### config.mk
export PLATFORM = sky130hd
export DESIGN_NAME = mem_stage
export DESIGN_NICKNAME = d
export VERILOG_FILES = /design/src/rtl/mem_stage.sv
export SDC_FILE = /design/constraint.sdc
export NUM_CORES = 1
export LEC_CHECK = 0
export BUFFER_PORTS_ARGS = -buffer_cell sky130_fd_sc_hd__buf_2
export CORE_MARGIN = 2
export CORE_UTILIZATION = 49
export DETAILED_ROUTE_END_ITERATION = 6
export GPL_ROUTABILITY_DRIVEN = 0
export GPL_TIMING_DRIVEN = 0
export PLACE_DENSITY = 0.79
export RECOVER_POWER = 25
export SLEW_MARGIN = 15
export SYNTH_ARGS = -nofsm -noshare
export SYNTH_HDL_FRONTEND = slang
export SYNTH_SLANG_ARGS = --single-unit
### constraint.sdc
create_clock -name clk -period 3.6 [get_ports clk]
set_input_delay 0.72 -clock clk [delete_from_list [all_inputs] [get_ports clk]]
set_output_delay 0.72 -clock clk [all_outputs]
set_load 0.02 [all_outputs]
### src/rtl/mem_stage.sv
// LC-3b MEM stage: latches EX results, runs the data-memory handshake (word, byte,
// indirect, TRAP vector) and registers results for WB. `MEM_FWD_EN adds forwarding outputs.
module mem_stage #(
    parameter int WIDTH = 16
) (
    input  logic             clk,
    input  logic             reset,
    input  logic             ex_valid_in,
    input  logic [WIDTH-1:0] ex_alu_in,
    input  logic [WIDTH-1:0] ex_br_in,
    input  logic [WIDTH-1:0] ex_dest_data_in,
    input  logic [WIDTH-1:0] ex_instruction_in,
    input  logic [WIDTH-1:0] ex_pc_in,
    output logic             mem_stall_out,
    output logic [WIDTH-1:0] mem_address,
    output logic [WIDTH-1:0] mem_wdata,
    output logic             mem_read,
    output logic             mem_write,
    output logic [1:0]       mem_byte_enable,
    input  logic [WIDTH-1:0] mem_rdata,
    input  logic             mem_resp,
    output logic             wb_valid,
    output logic [WIDTH-1:0] wb_instruction,
    output logic [WIDTH-1:0] wb_pc,
    output logic [WIDTH-1:0] wb_alu,
    output logic [WIDTH-1:0] wb_br,
    output logic [WIDTH-1:0] wb_mdr
`ifdef MEM_FWD_EN
    ,
    output logic             fwd_valid,
    output logic [2:0]       fwd_reg,
    output logic [WIDTH-1:0] fwd_data
`endif
);

    localparam logic [3:0] OP_LDB  = 4'b0010;
    localparam logic [3:0] OP_LDW  = 4'b0110;
    localparam logic [3:0] OP_LDI  = 4'b1010;
    localparam logic [3:0] OP_STB  = 4'b0011;
    localparam logic [3:0] OP_STW  = 4'b0111;
    localparam logic [3:0] OP_STI  = 4'b1011;
    localparam logic [3:0] OP_TRAP = 4'b1111;

    typedef enum logic [1:0] {IDLE, ACC1, ACC2} state_t;

    function automatic logic is_mem(input logic [3:0] op);
        return (op == OP_LDB) || (op == OP_LDW) || (op == OP_LDI) || (op == OP_STB) ||
               (op == OP_STW) || (op == OP_STI) || (op == OP_TRAP);
    endfunction

    function automatic logic is_load(input logic [3:0] op);
        return (op == OP_LDB) || (op == OP_LDW) || (op == OP_LDI) || (op == OP_TRAP);
    endfunction

    state_t           state_q, state_d;
    logic             lat_valid_q, lat_valid_d;
    logic [WIDTH-1:0] lat_alu_q, lat_alu_d;
    logic [WIDTH-1:0] lat_br_q, lat_br_d;
    logic [WIDTH-1:0] lat_src_q, lat_src_d;
    logic [WIDTH-1:0] lat_ir_q, lat_ir_d;
    logic [WIDTH-1:0] lat_pc_q, lat_pc_d;
    logic [WIDTH-1:0] ind_q, ind_d;
    logic             wb_valid_q, wb_valid_d;
    logic [WIDTH-1:0] wb_ir_q, wb_ir_d;
    logic [WIDTH-1:0] wb_pc_q, wb_pc_d;
    logic [WIDTH-1:0] wb_alu_q, wb_alu_d;
    logic [WIDTH-1:0] wb_br_q, wb_br_d;
    logic [WIDTH-1:0] wb_mdr_q, wb_mdr_d;

    logic [3:0]       op;
    logic             indirect;
    logic             byte_op;
    logic             complete;
    logic [WIDTH-1:0] req_addr;
    logic [WIDTH-1:0] load_data;

    assign op       = lat_ir_q[15:12];
    assign indirect = (op == OP_LDI) || (op == OP_STI);
    assign byte_op  = (op == OP_LDB) || (op == OP_STB);

    // An access finishes on the resp that ends its last phase; stall drops in that same cycle.
    always_comb begin
        complete = 1'b0;
        if (state_q == ACC1 && mem_resp && !indirect) complete = 1'b1;
        if (state_q == ACC2 && mem_resp)              complete = 1'b1;
    end

    assign mem_stall_out = lat_valid_q && is_mem(op) && (state_q != IDLE) && !complete;

    always_comb begin
        lat_valid_d = mem_stall_out ? lat_valid_q : ex_valid_in;
        lat_alu_d   = mem_stall_out ? lat_alu_q   : ex_alu_in;
        lat_br_d    = mem_stall_out ? lat_br_q    : ex_br_in;
        lat_src_d   = mem_stall_out ? lat_src_q   : ex_dest_data_in;
        lat_ir_d    = mem_stall_out ? lat_ir_q    : ex_instruction_in;
        lat_pc_d    = mem_stall_out ? lat_pc_q    : ex_pc_in;
    end

    always_comb begin
        state_d = state_q;
        ind_d   = ind_q;
        if (!mem_stall_out) begin
            state_d = (ex_valid_in && is_mem(ex_instruction_in[15:12])) ? ACC1 : IDLE;
        end else if (state_q == ACC1 && mem_resp) begin
            state_d = ACC2;
            ind_d   = mem_rdata;
        end
    end

    // The second phase of LDI/STI targets the pointer fetched in the first phase.
    always_comb begin
        mem_read        = 1'b0;
        mem_write       = 1'b0;
        mem_byte_enable = 2'b00;
        req_addr        = (state_q == ACC2) ? ind_q : lat_alu_q;
        mem_address     = {req_addr[WIDTH-1:1], 1'b0};
        mem_wdata       = (op == OP_STB) ? {lat_src_q[7:0], lat_src_q[7:0]} : lat_src_q;
        if (lat_valid_q && state_q == ACC1) begin
            mem_write = (op == OP_STB) || (op == OP_STW);
            mem_read  = !mem_write;
        end else if (lat_valid_q && state_q == ACC2) begin
            mem_read  = (op == OP_LDI);
            mem_write = (op == OP_STI);
        end
        if (mem_read || mem_write) begin
            if (byte_op) begin
                mem_address     = req_addr;
                mem_byte_enable = req_addr[0] ? 2'b10 : 2'b01;
            end else begin
                mem_byte_enable = 2'b11;
            end
        end
    end

    always_comb begin
        load_data = mem_rdata;
        if (op == OP_LDB) begin
            load_data = lat_alu_q[0] ? {{(WIDTH-8){1'b0}}, mem_rdata[15:8]}
                                     : {{(WIDTH-8){1'b0}}, mem_rdata[7:0]};
        end
    end

    always_comb begin
        wb_valid_d = lat_valid_q && !mem_stall_out;
        wb_ir_d    = lat_ir_q;
        wb_pc_d    = lat_pc_q;
        wb_alu_d   = lat_alu_q;
        wb_br_d    = lat_br_q;
        wb_mdr_d   = (complete && is_load(op)) ? load_data : wb_mdr_q;
    end

    always_ff @(posedge clk or posedge reset) begin
        if (reset) begin
            state_q     <= IDLE;
            lat_valid_q <= 1'b0;
            wb_valid_q  <= 1'b0;
            wb_ir_q     <= '0;
            wb_pc_q     <= '0;
            wb_alu_q    <= '0;
            wb_br_q     <= '0;
            wb_mdr_q    <= '0;
        end else begin
            state_q     <= state_d;
            lat_valid_q <= lat_valid_d;
            wb_valid_q  <= wb_valid_d;
            wb_ir_q     <= wb_ir_d;
            wb_pc_q     <= wb_pc_d;
            wb_alu_q    <= wb_alu_d;
            wb_br_q     <= wb_br_d;
            wb_mdr_q    <= wb_mdr_d;
        end
    end

    // Latched operands are qualified by lat_valid_q, so they carry no reset.
    always_ff @(posedge clk) begin
        lat_alu_q <= lat_alu_d;
        lat_br_q  <= lat_br_d;
        lat_src_q <= lat_src_d;
        lat_ir_q  <= lat_ir_d;
        lat_pc_q  <= lat_pc_d;
        ind_q     <= ind_d;
    end

    assign wb_valid       = wb_valid_q;
    assign wb_instruction = wb_ir_q;
    assign wb_pc          = wb_pc_q;
    assign wb_alu         = wb_alu_q;
    assign wb_br          = wb_br_q;
    assign wb_mdr         = wb_mdr_q;

`ifdef MEM_FWD_EN
    logic [3:0] wb_op;
    logic       writes_reg;

    assign wb_op      = wb_ir_q[15:12];
    assign writes_reg = (wb_op == 4'b0001) || (wb_op == 4'b0101) || (wb_op == 4'b1001) ||
                        (wb_op == 4'b1101) || (wb_op == 4'b1110) || (wb_op == OP_LDB) ||
                        (wb_op == OP_LDW)  || (wb_op == OP_LDI)  || (wb_op == OP_TRAP);
    assign fwd_valid  = wb_valid_q && writes_reg;
    assign fwd_reg    = (wb_op == OP_TRAP) ? 3'd7 : wb_ir_q[11:9];
    assign fwd_data   = ((wb_op == OP_LDB) || (wb_op == OP_LDW) || (wb_op == OP_LDI)) ? wb_mdr_q
                                                                                      : wb_alu_q;
`endif

endmodule
==> results of run 1 <==
[area by class of cell]
cell class / count / area [µm²] / area share, %
Sequential cell: 180 / 4980 / 63.0
Timing Repair Buffer: 220 / 1150 / 14.5
Multi-Input combinational cell: 125 / 852 / 10.8
Clock buffer: 19 / 433 / 5.48
Tap cell: 147 / 184 / 2.33
Clock inverter: 13 / 149 / 1.88
Buffer: 15 / 100 / 1.27
Inverter: 14 / 56.3 / 0.712
[through the flow]
stage | worst slack [ns] | utilization, % | std cells | power (µW) | area (µm²)
6_report | 0.699 | 66.1 | 733 | 4650 | 7910
5_1_grt | 0.554 | 66.1 | 733 | 4810 | 7910
4_1_cts | 0.660 | 66.1 | 733 | 4700 | 7910
3_5_place_dp | 1.13 | 61.3 | 701 | 2900 | 7330
3_3_place_gp | -0.216 | 60.6 | 698 | 2870 | 7250
2_1_floorplan | 0.519 | - | 334 | 2670 | 5980
[power by group through the flow]
stage | logic, µW | registers, µW | clock network [µW]
2_1_floorplan | 141 | 2530 | 0
3_3_place_gp | 461 | 2410 | 0
3_5_place_dp | 475 | 2420 | 0
4_1_cts | 477 | 2380 | 1840
5_1_grt | 506 | 2390 | 1920
6_report | 470 | 2380 | 1800
[per-layer routing]
layer	up-vias	wire length [µm]	track usage, %
met5	-	0	0
met4	0	223	7.15
met3	15	818	6.46
met2	142	6000	31.0
met1	1704	4510	20.9
li1	1636	-	-
[registers in the layout (all words and copies together), names as in the netlist]
| signal | count |
|---|---|
| wb_mdr | 16 |
| wb_br | 16 |
| wb_valid | 1 |
| state_q | 2 |
| wb_pc | 16 |
| wb_alu | 16 |
| ind_q | 16 |
| wb_instruction | 16 |
| lat_alu_q | 16 |
| lat_br_q | 16 |
| lat_src_q | 16 |
| lat_valid_q | 1 |
| lat_ir_q | 16 |
| lat_pc_q | 16 |
[cells by family after synthesis]
group | Yosys count | share of synthesized area, %
DFF | 180 | 83.3
and+or+nand+nor | 79 | 6.23
muxes | 33 | 6.15
buffers and inverters | 29 | 2.55
AOI/OAI and AO/OA | 13 | 1.78
[cell usage in the layout, fill, tap and decap left out, drive strengths merged]
cell type  instances
or2                1
clkbuf            23
nor2               4
bufinv             2
nor3               1
o21ai              1
mux2i              9
nand3b             2
buf              231
and2               1
o211ai             1
a221oi             1
nor2b              5
and3b              1
or2b               1
o21bai             1
a21boi             1
dfrtp             84
clkinv             4
a21oi              6
mux2              24
nor3b              2
edfxtp            96
nand2             59
a311o              1
nand2b             2
clkinvlp           2
o2111ai            1
inv               19
[worst max path at each step]
stage	endpoint	slack (ns)	cells after the start
final	mem_wdata[8]	0.70	5
after global routing	mem_wdata[8]	0.55	5
after CTS	mem_wdata[8]	0.66	5
after detailed placement	mem_wdata[8]	1.13	5
after global placement	lat_ir_q[2]	-0.22	4
after floorplan	lat_alu_q[0]	0.52	3
[worst max-delay path, delay by kind of cell, from the launching register on]
kind	cells	cell delay [ns]
mux	1	0.36
flops	1	0.53
simple gates	2	0.50
buf+inv	2	0.37
==> summary.md, run 1 <==
| Metric | Value |
|---|---|
| Seq/Total Area, Yosys | `83.3%` |
| Nets@finish | `673` |
| Switching pwr | `1110 µW` |
| Pwr per Cell Area | `588 mW/mm²` |
| Clock Latency Late Sink | `0.42 ns` |
| Share of layout cells above drive strength 1 | `48.8%` |
| CTS tree | `built` |
| Ys Warns | `0` |
| Clock network fraction of total power | `38.7%` |
| Buffers on Ports | `217` |
| CORE AREA | `0.0120 mm²` |
| Reg power frac | `51.2%` |
| TritonCTS Buffers | `17` |
| Number of diodes | `0` |
| Full die area | `0.0131 mm²` |
| Post-CTS Hold Fix Bufs | `0` |
| CP Cell Sequence | `nor3b_4 > and2_1 > buf_2 > mux2_2 > buf_2` |
| CTS Root Cell | `clkbuf_16` |
| Area delta synth->final | `32.1%` |
| Final setup TNS | `0 ns` |
| Commonest cells in the netlist | `96 x edfxtp_1, 84 x dfrtp_1, 59 x nand2_1, 14 x inv_1, 14 x mux2_2` |
| Overall routed net length | `11.6 mm` |
| Reg2Reg Launch Point | `lat_ir_q[14]` |
| Min Tclk post-route | `2.90 ns` |
| Asr flop ratio synth | `46.7%` |
| Period utilisation layout | `80.6%` |
| Worst-Margin Slew | `1.27 ns` |
| Clock Tree Buf Depth | `2` |
| Setup CP Type | `flop to primary output` |
| Arr. time, crit path | `2.18 ns` |
| First-pass GRT wire length | `17.6 mm` |
| DRC | `0` |
| Total GRT Usage | `18.1%` |
| CP startpoint kind | `flop` |
| Max-Slew Margin vs Limit | `15.0%` |
| Outcome | `finished, final reports clean` |
| Top-count cell post-synth | `edfxtp_1` |
| Worst Setup SP | `lat_ir_q[15]` |
| Syn Inst Count | `334` |
| Clock Skew | `0.00924 ns` |
| Reg2Reg Setup Slack | `1.32 ns` |
| Setup Fix Bufs, Post-CTS | `0` |
| Routed len/inst | `15.8 µm` |
| Switching share of total power | `23.9%` |
| R2r endpoint | `lat_br_q[8]` |
| Slowest-stage cell, CP | `edfxtp_1` |
| Synth top area share | `48.2%` |
| Leakage | `0.00373 µW` |
| Router iterations before antenna repair | `4` |
| Initial core utilization | `50.0%` |
| Finish-stage setup viols | `0` |
| Primary FF master, synth | `edfxtp_1` |
| Slew Limit Fails | `0` |
| HPWL after DPL | `8.34 mm` |
| Pin count of the biggest net entering global routing | `59` |
| CTS H-tree lvls | `4` |
| Clk pin slew, worst setup/hold paths | `0.07 ns` |
| Die width | `115 µm` |
| Antenna violations before repair | `0` |
| Synth cell types | `36` |
| Vias per cell | `4.77` |
| Top cell by count, worst path | `buf_2` |
| Vias | `3497` |
| First-iteration detailed-routing DRC count | `192` |
| Min-Delay Path Class | `flop to flop` |
| Min-delay src | `lat_ir_q[3]` |
| Max-cap violations | `0` |
| Gate power share | `10.1%` |
| #FFs+latches synth | `180` |
| Post-synth top area cell | `edfxtp_1` |
| Pint | `3540 µW` |
| CP max FO | `8` |
| Maximum vdd drop | `0.421 mV` |
| Avg Cell Area, Syn | `17.9 µm²` |
| Hold Path Sink | `wb_instruction[3]` |
| Number of synthesized flops with an enable pin | `96` |
| Max frequency | `345 MHz` |
| Critical Path End Type | `primary output` |
| Top cells by area, synth | `edfxtp_1 48%, dfrtp_1 35%, nand2_1 3.7%` |
| Clock sinks | `180` |
| Remaining Overflow, GRT | `0` |
| RSZ-0062 raised after global routing | `no` |
| Fill cells | `856` |
| CP peak stage delay | `0.53 ns` |
| Post-CTS Resized | `0` |
| Hold Fails Final Rpt | `0` |
| Fin Hold WS | `0.347 ns` |
| Required @ worst endpoint | `2.88 ns` |
| Reg2Reg Depth | `5` |
| Syn nets | `434` |
| Cell depth of the worst hold path | `0` |
| FP Rows | `40` |
| Die H | `115 µm` |
| Antenna Nets Post-Route | `0` |
| I/O Pins | `218` |
| Vias in the first global route | `3527` |
| Mapped Area | `0.00598 mm²` |
Note: power is estimated with default switching activity, not from simulation.
==> inputs of run 2 (changes only) <==
--- a/config.mk
+++ b/config.mk
@@ -5,6 +5,7 @@
 export SDC_FILE = /design/constraint.sdc
 export NUM_CORES = 1
 export LEC_CHECK = 0
+export ABC_AREA = 1
 export BUFFER_PORTS_ARGS = -buffer_cell sky130_fd_sc_hd__buf_2
 export CORE_MARGIN = 2
 export CORE_UTILIZATION = 49
==> constraint.sdc (replaced) <==
create_clock -name clk -period 3 [get_ports clk]
set_input_delay 0.6 -clock clk [delete_from_list [all_inputs] [get_ports clk]]
set_output_delay 0.6 -clock clk [all_outputs]
set_load 0.02 [all_outputs]
==> run 2 against run 1 <==
Clock skew barely moved. Sequential power rose by 21%. Largest cell class unchanged. Final area rose by 1.6%. Cell count rose by 16%. Clock power rose by 14%. Utilization rose by 0.21 points. Worst hold slack got worse by 0.14 ns. Critical path depth rose by 2. Power rose by 20%. Count of clock-buffer cells in the layout rose by 1.
==> summary.md, run 2 <==
| Metric | Value |
|---|---|
| Non-Filler Instances | `848 (+16%)` |
| Fill cells | `902 (+5.4%)` |
| Number of synthesized flops with an enable pin | `96 (unchanged)` |
| Vias per cell | `4.65 (-2.5%)` |
| Nets@finish | `767 (+14%)` |
| Most frequent cells in the layout | `208 x buf_2, 137 x nand2_1, 96 x edfxtp_1, 84 x dfrtp_1` |
| Vias | `3944 (+13%)` |
| Total GRT Usage | `20.1% (+2.0 points)` |
| Commonest non-fill, non-tap cell in the layout | `buf_2` |
| HPWL after DPL | `9.54 mm (+14%)` |
| Top-count cell post-synth | `nand2_1` |
| Reg2Reg Setup Slack | `0.71 ns (-0.61 ns)` |
| Ys Warns | `0 (unchanged)` |
| Period utilisation layout | `92.7%` |
| Leakage | `0.00387 µW (+3.8%)` |
| Hold Fails Final Rpt | `0 (unchanged)` |
| Final setup TNS | `0 ns (unchanged)` |
| Pint | `4200 µW (+19%)` |
| CTS H-tree lvls | `4 (unchanged)` |
| RSZ-0062 raised after global routing | `no` |
| Asr flop ratio synth | `46.7% (unchanged)` |
| Required @ worst endpoint | `2.40 ns (-0.48 ns)` |
| Pwr per Cell Area | `696 mW/mm² (+18%)` |
| Top cells by area, synth | `edfxtp_1 47%, dfrtp_1 34%, nand2_1 8.5%` |
| Max-cap violations | `0 (unchanged)` |
| CORE AREA | `0.0121 mm² (+1.3%)` |
| #FFs+latches synth | `180 (unchanged)` |
| Switching share of total power | `24.8% (+0.96 points)` |
| Syn nets | `527 (+21%)` |
| CTS Root Cell | `clkbuf_16` |
| Clock Skew | `0.00922 ns (-0.0000122 ns)` |
| Slew Limit Fails | `0 (unchanged)` |
| Seq/Total Area, Yosys | `81.6% (-1.7 points)` |
| Number of diodes | `0 (unchanged)` |
| Reg power frac | `51.7% (+0.5 points)` |
| Synth top area share | `47.2% (-0.99 points)` |
| Remaining Overflow, GRT | `0 (unchanged)` |
| Die width | `116 µm (+1.0%)` |
| Fin Hold WS | `0.208 ns (-0.139 ns)` |
| First-iteration detailed-routing DRC count | `306 (+59%)` |
| Antenna violations before repair | `0 (unchanged)` |
| Share of layout cells above drive strength 1 | `40.0% (-8.8 points)` |
| DRC | `0 (unchanged)` |
| Clock Tree Buf Depth | `2 (unchanged)` |
| Buffers on Ports | `217 (unchanged)` |
| First-pass GRT wire length | `19.9 mm (+13%)` |
| Max-Slew Margin vs Limit | `46.3% (+31 points)` |
| I/O Pins | `218 (unchanged)` |
| Antenna Nets Post-Route | `0 (unchanged)` |
| Initial core utilization | `50.4% (+0.41 points)` |
| Primary FF master, synth | `edfxtp_1` |
| Synth cell types | `17 (-53%)` |
| Min Tclk post-route | `2.78 ns` |
| CP max FO | `60 (+52)` |
| Overall routed net length | `13.0 mm (+13%)` |
| Full die area | `0.0134 mm² (+2.0%)` |
| Switching pwr | `1390 µW (+25%)` |
| Clock Latency Late Sink | `0.42 ns (about the same)` |
| Dpl ws | `0.557 ns (-0.573 ns)` |
| Area delta synth->final | `31.5%` |
| CP startpoint kind | `flop` |
| TritonCTS Buffers | `17 (unchanged)` |
| Inst Count DP | `814 (+16%)` |
| Min-Delay Path Class | `primary input to async pin` |
| Routed len/inst | `15.3 µm (-2.7%)` |
| Outcome | `finished, final reports clean` |
| Clock network fraction of total power | `36.8% (-1.9 points)` |
| Finish-stage setup viols | `0 (unchanged)` |
| Maximum vdd drop | `0.404 mV (-4.0%)` |
| Vias in the first global route | `4156 (+18%)` |
| Syn Inst Count | `427 (+28%)` |
| Final WS setup | `0.220 ns (-0.479 ns)` |
| Worst-Margin Slew | `0.804 ns (-0.464 ns)` |
| Clock sinks | `180 (unchanged)` |
| CTS tree | `built` |
| Clk pin slew, worst setup/hold paths | `0.06 ns (about the same)` |
| Setup CP Type | `flop to primary output` |
| Avg Cell Area, Syn | `14.3 µm² (-20%)` |
| Router iterations before antenna repair | `4 (unchanged)` |
| Pin count of the biggest net entering global routing | `61 (+3.4%)` |
| Mapped Area | `0.00611 mm² (+2.1%)` |
| Critical Path End Type | `primary output` |
| Gate power share | `11.5% (+1.4 points)` |
| Max frequency | `360 MHz` |
| Final Instance Area | `0.00803 mm² (+1.6%)` |
| Commonest cells in the netlist | `138 x nand2_1, 96 x edfxtp_1, 84 x dfrtp_1, 24 x nor2_1, 23 x inv_1` |
| Die H | `116 µm (+1.0%)` |
| Area post-placement | `0.00747 mm² (+2.0%)` |
| FP Rows | `40 (unchanged)` |
| Arr. time, crit path | `2.18 ns (about the same)` |
| Post-synth top area cell | `edfxtp_1` |
## run 2: what timing repair did
action / CTS / global route
setup endpoints to repair: 0 / 1
buffers inserted: 0 / 1
hold buffers: 0 / 0
resized for setup: 0 / 1
## run 2: final cells by class
class,count,area [µm²],area share (%)
timing repair buffer,220,1140,14.2
sequential,180,4980,62.1
clock inverter,12,106,1.32
clock buffer,20,447,5.56
inverter,24,95.1,1.18
tap,168,210,2.62
buffer,15,105,1.31
multi-input combinational,209,946,11.8
## run 2: power groups by stage
stage               logic (µW)  registers [µW]  clock network (µW)
finish                     644            2890                2050
floorplan                  209            3080                   0
detailed placement         648            2940                   0
global placement           626            2930                   0
CTS                        652            2890                2100
global route               701            2910                2190
## run 2: critical path, stage by stage, from the launching register on
cell and delay (ns):
edfxtp_1 0.49, nand2_1 0.20, o21ai_0 0.12, nor2_2 0.22, nand2_4 0.19, buf_16 0.26, inv_1 0.10, buf_2 0.17
## run 2: per-layer routing
metal | track usage, % | share of wire (%) | up-vias
met1 | 22.8 | 38 | 1842
met3 | 8.05 | 9.5 | 17
met2 | 34.3 | 51 | 197
met4 | 8.02 | 1.4 | 0
met5 | 0 | 0 | -
li1 | - | - | 1888
## run 2: cell families (layout without fill, tap and decap cells)
group	Yosys count	after routing	share of synthesized area, %
AND/OR/NAND/NOR	188	189	12.5
AO/OA/AOI/OAI	12	12	1.17
buffers and inverters	39	291	3.24
flip-flops	180	180	81.6
multiplexers	8	8	1.47
## run 2: path summary, 6_finish.rpt
path | start | cells past startpoint | to
max in group asynchronous | reset | 3 | wb_mdr[3]
hold reg to reg | lat_br_q[6] | 0 | wb_br[6]
setup / recovery | lat_ir_q[15] | 7 | mem_stall_out
setup reg to reg | lat_ir_q[15] | 5 | ind_q[9]
min in group clk | lat_br_q[6] | 0 | wb_br[6]
hold / removal | reset | 2 | wb_instruction[10]
## run 2: through the flow
step | total power, µW | util [%]
6_report | 5590 | 66.3
2_1_floorplan | 3290 | -
3_3_place_gp | 3560 | 61.2
4_1_cts | 5640 | 66.3
3_5_place_dp | 3590 | 61.7
5_1_grt | 5800 | 66.3
